===== src/rtl/wisc_pkg.sv =====
// Shared definitions for the WISC pipeline control: opcodes, stall reasons and
// the hazard scoreboard slot format.
package wisc_pkg;

  localparam logic [4:0] OP_SIIC = 5'b00010;
  localparam logic [4:0] OP_RTI  = 5'b00011;

  typedef enum logic [1:0] {
    RSN_RUN    = 2'd0,
    RSN_HAZ    = 2'd1,
    RSN_FREEZE = 2'd2,
    RSN_FLUSH  = 2'd3
  } reason_e;

  typedef struct packed {
    logic       valid;
    logic [2:0] rd;
    logic       is_load;
  } sb_slot_t;

  localparam int unsigned SbSlotW = $bits(sb_slot_t);
  localparam sb_slot_t    SB_BUBBLE = '0;

  // True when a valid slot's destination is one of the decode sources.
  function automatic logic sb_match(input sb_slot_t s,
                                    input logic [2:0] rs, input logic rs_valid,
                                    input logic [2:0] rt, input logic rt_valid);
    return s.valid & ((rs_valid & (rs == s.rd)) | (rt_valid & (rt == s.rd)));
  endfunction

endpackage


===== src/rtl/dff.sv =====
// Basic D flip-flop cell with synchronous active-high reset.
module dff #(
  parameter int unsigned      Width  = 1,
  parameter logic [Width-1:0] RstVal = '0
) (
  input  logic             clk,
  input  logic             rst,
  input  logic [Width-1:0] d,
  output logic [Width-1:0] q
);

  always_ff @(posedge clk) begin
    if (rst) begin
      q <= RstVal;
    end else begin
      q <= d;
    end
  end

endmodule


===== src/rtl/sb_slot.sv =====
// One scoreboard stage: holds on a pipe freeze, loads a bubble on request,
// otherwise takes the upstream slot.
module sb_slot
  import wisc_pkg::*;
(
  input  logic     clk,
  input  logic     rst,
  input  logic     hold,
  input  logic     bubble,
  input  sb_slot_t d,
  output sb_slot_t q
);

  sb_slot_t             nxt;
  logic [SbSlotW-1:0]   q_bits;

  always_comb begin
    nxt = d;
    if (hold) begin
      nxt = q;
    end else if (bubble) begin
      nxt = SB_BUBBLE;
    end
  end

  dff #(.Width(SbSlotW)) u_q (
    .clk (clk),
    .rst (rst),
    .d   (nxt),
    .q   (q_bits)
  );

  assign q = sb_slot_t'(q_bits);

endmodule


===== src/rtl/hazard_ctrl.sv =====
// Decode-side hazard/stall controller: shadow scoreboard of in-flight
// destinations, flush on siic/rti/taken branch, freeze on memory stall.
module hazard_ctrl
  import wisc_pkg::*;
#(
  parameter bit FORWARD = 1'b1
) (
  input  logic        clk,
  input  logic        rst,
  input  logic [2:0]  id_rs,
  input  logic [2:0]  id_rt,
  input  logic        id_rs_valid,
  input  logic        id_rt_valid,
  input  logic [2:0]  id_write_sel,
  input  logic        id_Reg_write,
  input  logic        id_Mem_read,
  input  logic [4:0]  ex_opcode,
  input  logic        branch_taken,
  input  logic        mem_stall,
  output logic        stall_decode,
  output logic        pc_write,
  output logic        if_id_write,
  output logic        flush_fetch,
  output logic        freeze,
  output logic [1:0]  stall_reason,
  output logic [15:0] stall_cycles
);

  sb_slot_t    ex_q, mem_q, wb_q, ex_d;
  logic        match_ex, match_mem, hz, fl;
  reason_e     reason;
  logic [15:0] cycles_d;
  logic        unused_wb;

  assign ex_d = '{valid: id_Reg_write, rd: id_write_sel, is_load: id_Mem_read};

  sb_slot u_sb_ex (
    .clk    (clk),
    .rst    (rst),
    .hold   (mem_stall),
    .bubble (stall_decode | flush_fetch),
    .d      (ex_d),
    .q      (ex_q)
  );

  sb_slot u_sb_mem (
    .clk    (clk),
    .rst    (rst),
    .hold   (mem_stall),
    .bubble (1'b0),
    .d      (ex_q),
    .q      (mem_q)
  );

  sb_slot u_sb_wb (
    .clk    (clk),
    .rst    (rst),
    .hold   (mem_stall),
    .bubble (1'b0),
    .d      (mem_q),
    .q      (wb_q)
  );

  // WB is tracked but never stalls: the register file writes before it reads.
  assign unused_wb = ^wb_q;

  assign match_ex  = sb_match(ex_q, id_rs, id_rs_valid, id_rt, id_rt_valid);
  assign match_mem = sb_match(mem_q, id_rs, id_rs_valid, id_rt, id_rt_valid);
  assign hz = FORWARD ? (match_ex & ex_q.is_load) : (match_ex | match_mem);
  assign fl = branch_taken | (ex_opcode == OP_SIIC) | (ex_opcode == OP_RTI);

  // Reset forces RUN so the outputs take their RUN values while rst is high.
  always_comb begin
    reason = RSN_RUN;
    if (rst) begin
      reason = RSN_RUN;
    end else if (mem_stall) begin
      reason = RSN_FREEZE;
    end else if (fl) begin
      reason = RSN_FLUSH;
    end else if (hz) begin
      reason = RSN_HAZ;
    end
  end

  always_comb begin
    stall_decode = 1'b0;
    pc_write     = 1'b1;
    if_id_write  = 1'b1;
    flush_fetch  = 1'b0;
    freeze       = 1'b0;
    unique case (reason)
      RSN_FREEZE: begin
        freeze      = 1'b1;
        pc_write    = 1'b0;
        if_id_write = 1'b0;
      end
      RSN_FLUSH: begin
        flush_fetch  = 1'b1;
        stall_decode = 1'b1;
      end
      RSN_HAZ: begin
        stall_decode = 1'b1;
        pc_write     = 1'b0;
        if_id_write  = 1'b0;
      end
      default: ;
    endcase
  end

  always_comb begin
    cycles_d = stall_cycles;
    if (reason != RSN_RUN && stall_cycles != 16'hFFFF) begin
      cycles_d = stall_cycles + 16'd1;
    end
  end

  dff #(.Width(2)) u_reason (
    .clk (clk),
    .rst (rst),
    .d   (reason),
    .q   (stall_reason)
  );

  dff #(.Width(16)) u_cycles (
    .clk (clk),
    .rst (rst),
    .d   (cycles_d),
    .q   (stall_cycles)
  );

endmodule


===== config.mk =====
export PLATFORM = sky130hd
export DESIGN_NAME = hazard_ctrl
export DESIGN_NICKNAME = d
export VERILOG_FILES = /design/src/rtl/wisc_pkg.sv /design/src/rtl/dff.sv /design/src/rtl/sb_slot.sv /design/src/rtl/hazard_ctrl.sv
export SDC_FILE = /design/constraint.sdc
export NUM_CORES = 1
export LEC_CHECK = 0
export BUFFER_PORTS_ARGS = -buffer_cell sky130_fd_sc_hd__buf_2
export CAP_MARGIN = 20
export CORE_ASPECT_RATIO = 1.4
export CORE_MARGIN = 1.5
export CORE_UTILIZATION = 55
export CTS_BUF_LIST = sky130_fd_sc_hd__clkbuf_8
export CTS_CLUSTER_DIAMETER = 60
export DETAILED_ROUTE_END_ITERATION = 16
export GPL_TIMING_DRIVEN = 0
export PLACE_DENSITY = 0.87
export SLEW_MARGIN = 20
export SYNTH_ARGS = -nofsm -noshare
export SYNTH_HDL_FRONTEND = slang
export SYNTH_HIERARCHICAL = 1
export SYNTH_SLANG_ARGS = --single-unit

===== constraint.sdc =====
create_clock -name clk -period 3.4 [get_ports clk]
set_input_delay 0.34 -clock clk [delete_from_list [all_inputs] [get_ports clk]]
set_output_delay 0.34 -clock clk [all_outputs]
set_load 0.02 [all_outputs]

==> run_results.csv <==
group,metric,value,unit
clock_tree,cts.sinks,23,
sta,final_hold_viol_count,0,
sta,setup_slack,1.03,ns
final_layout,area_growth,22.1,%
global_route,met3_usage,3.87,%
worst_setup_path,cp-end-kind,"register",
outcome,status,"completed",
worst_setup_path,cp_slowest_cell,"nor4b_1",
min_path,worstHoldPathCells,3,
sta,final.period_utilization,69.8,%
synthesis,ys_warn_count,6,
floorplan,ioPinCount,45,
floorplan,row_count,20,
clock_tree,htree_levels,1,
worst_setup_path,reg2regPathDepth,10,
power_and_ir_drop,p_leak,0.000760,µW
sta,rsz0062_at_grt,"false",
drt,drt_iter0_drc,9,
power_and_ir_drop,seqPwrFrac,52.9,%
power_and_ir_drop,power-per-cell-area,336,mW/mm²
sta,period_minus_slack,2.37,ns
worst_setup_path,required,3.57,ns
global_route,grt_usage,21.8,%
synthesis,synthFlopType,"dfxtp_1",
worst_setup_path,max_stage_delay,0.29,ns
synthesis,syn_inst,134,
sta,fmax,422,MHz
synthesis,async_flop_share,0,%
sta,setup_viol,0,
power_and_ir_drop,clkPwrFrac,32.1,%
worst_setup_path,crit_chain,"buf_2, nor4b_1, or2_2, nor2_1, or2_2, ha_1, nand4b_1, nor4_4, nand4_1, xnor2_1, and2b_2",
worst_setup_path,path_max_fanout,5,
final_layout,drive_gt1_share,39.8,%
power_and_ir_drop,p_int,399,µW
synthesis,ys_ff_latch,23,
final_layout,multi_input_area,816,µm²
global_route,antenna_found_initial,0,
sta,whs,0.379,ns
worst_setup_path,crit_top_cell,"or2_2",
final_layout,fillers,179,
drt,drc,0,
drt,wire_per_inst,13.0,µm
synthesis,syn_nets,159,
clock_tree,cts_tree,"done",
global_route,grt_max_degree,19,
floorplan,start_util,59.5,%
worst_setup_path,r2r_end,"u_cycles/q[13]",
placement,place_ws,0.731,ns
drt,drt-total-wl,2.64,mm
floorplan,core_area,0.00220,mm²
final_layout,stdcell_count,203,
synthesis,ys_types,36,
placement,place_congestion,0.820,
power_and_ir_drop,vdd_drop_max,0.236,mV
global_route,gr-usage-met2,44.1,%
worst_setup_path,path_buf_inv,1,
final_layout,layout.nets,207,
global_route,top_usage_layer,"met2",
synthesis,ys_seq_area_share,35.1,%
worst_setup_path,worstPathArrival,2.55,ns
floorplan,dieArea,0.00269,mm²
drt,drt_pass1_iterations,4,
floorplan,dieWidth,44.2,µm
clock_tree,numCtsBuffers,3,
worst_setup_path,critical_path.startpoint_type,"primary input",
sta,slew_violations,0,
power_and_ir_drop,p_comb_share,15.0,%
worst_setup_path,r2r_start,"u_sb_ex/u_q/q[2]",
sta,worst_pin_slew,0.300,ns
worst_setup_path,rrSetupSlack,1.12,ns
global_route,grt_pass1_vias,1104,
final_layout,regArea,460,µm²
global_route,grtUsageMet1,19.6,%
clock_tree,holdBufCountCts,0,
clock_tree,cts.path.max_buffers,2,
clock_tree,postCtsSetupRepairBufs,0,
synthesis,avgSynthCellArea,9.78,µm²
sta,slew_headroom,79.8,%
placement,portBuffers,43,
synthesis,synth_area,0.00131,mm²
worst_setup_path,critPathKind,"in -> reg",
flow_run,drv_cap,0,
drt,viasPerCell,5.54,
final_layout,num_antenna_cells,0,
worst_setup_path,path_delay_family,"simple AND/OR/NAND/NOR gates",
synthesis,synth_edf_count,0,
clock_tree,post_cts_resize_count,0,
sta,fin_setup_tns,0,ns
placement,place_inst,199,
sta,fin_skew,0.00914,ns
global_route,grt_pass1_wl,4.33,mm
clock_tree,cts-root-buf,"clkbuf_8",
power_and_ir_drop,p_switching,138,µW
power_and_ir_drop,sw_frac_of_total,25.7,%
drt,vias,1125,
placement,hpwl,2.04,mm
min_path,min_to,"u_sb_ex/u_q/q[1]",
min_path,min_path_type,"in -> reg",
drt,ant_nets,0,
floorplan,die_h,60.7,µm
clock_tree,clkLatencyLatePin,0.27,ns
clock_tree,clkTransAtPathRegs,0.09,ns
global_route,grt-ovfl-total,0,
min_path,hp-start,"id_write_sel[0]",
-- power by group through the flow --
stage	Combinational, µW	Clock (µW)	Sequential [µW]
after floorplan	46.0	0	294
final	80.6	172	284
after global placement	77.7	0	290
after global routing	87.9	187	285
after detailed placement	80.4	0	290
after CTS	81.6	173	284
-- layer usage --
metal	wire, µm	vias to the layer above
met3	122	5
met1	964	526
met4	45	0
li1	-	561
met2	1510	33
met5	0	-
-- cell families (layout without fill, tap and decap cells) --
logic type | Yosys count | after routing | synth area share, %
DFF | 23 | 23 | 35.1
xor gates and xnor gates | 17 | 17 | 11.4
buffers and inverters | 4 | 51 | 2.58
and+or+nand+nor | 72 | 72 | 38.1
adders and majority gates | 3 | 3 | 2.87
muxes | 2 | 2 | 1.72
AOI/OAI and AO/OA | 13 | 13 | 8.21
-- cell usage after synthesis (2+ instances only) --
master | instances | area share [%]
dfxtp_1 | 23 | 35
xnor2_1 | 13 | 8.7
nor2b_1 | 11 | 5.3
nand2_1 | 9 | 2.6
nand4_1 | 9 | 4.3
nor2b_2 | 7 | 4.7
and2b_2 | 6 | 4.0
nor2_1 | 5 | 1.4
a22o_1 | 4 | 2.7
o21ai_0 | 4 | 1.5
xor2_1 | 4 | 2.7
and4_1 | 3 | 2.0
ha_1 | 3 | 2.9
nand2b_1 | 3 | 1.4
nand3_1 | 3 | 1.1
a21oi_1 | 2 | 0.76
and3_1 | 2 | 0.95
buf_6 | 2 | 1.7
mux2_1 | 2 | 1.7
nor3_2 | 2 | 1.5
or2_2 | 2 | 0.95
-- metrics by stage --
step	instance area, µm²	util (%)	power (µW)
global route	1600	72.6	560
floorplan	1310	-	340
finish	1600	72.6	537
global placement	1550	70.5	367
CTS	1600	72.6	539
detailed placement	1550	70.5	370
-- sequential cells by signal (all words and copies together), names as in the netlist --
register       cells
u_sb_ex/u_q/q      5
u_cycles/q        16
u_reason/q         2
-- worst max path at each step --
stage | end | depth (start not counted) | start | slack (ns)
floorplan | u_cycles/q[13] | 10 | ex_opcode[3] | 1.08
global placement | u_cycles/q[15] | 11 | ex_opcode[3] | 0.85
detailed placement | u_cycles/q[13] | 11 | ex_opcode[3] | 0.73
CTS | u_cycles/q[13] | 11 | ex_opcode[3] | 0.99
global route | u_cycles/q[13] | 11 | ex_opcode[3] | 0.91
finish | u_cycles/q[13] | 11 | ex_opcode[3] | 1.03
-- placed cells by master (no fill, tap or decap), types with 2 or more instances in the layout --
cell,netlist,layout
buf_2,0,43
nor3_2,2,2
nand4_1,9,9
mux2_1,2,2
o21ai_0,4,4
xnor2_1,13,13
ha_1,3,3
a22o_1,4,4
nor2b_1,11,11
nand2b_1,3,3
and3_1,2,2
nand3_1,3,3
and2b_2,6,6
a21oi_1,2,2
nor2b_2,7,7
buf_6,2,2
and4_1,3,3
nor2_1,5,5
clkbuf_8,0,3
xor2_1,4,4
dfxtp_1,23,23
or2_2,2,2
nand2_1,9,9
-- cell type report --
class,instances,share of cell area [%]
buffer,3,1.88
clock buffer,3,2.58
clock inverter,1,0.313
inverter,1,0.235
multi-input combinational,107,51.0
sequential,23,28.8
tap,22,1.72
timing repair buffer,43,13.5
-- worst reg2reg max path, cell delays in order, from the launching register on --
cell and delay (ns):
dfxtp_1 0.39, xnor2_1 0.15, nand4_1 0.12, nand2_1 0.11, a22oi_1 0.08, ha_1 0.29, nand4b_1 0.29, nor4_4 0.27
nand4_1 0.16, xnor2_1 0.15, and2b_2 0.18
No activity file was read; power rests on OpenSTA's default activity.
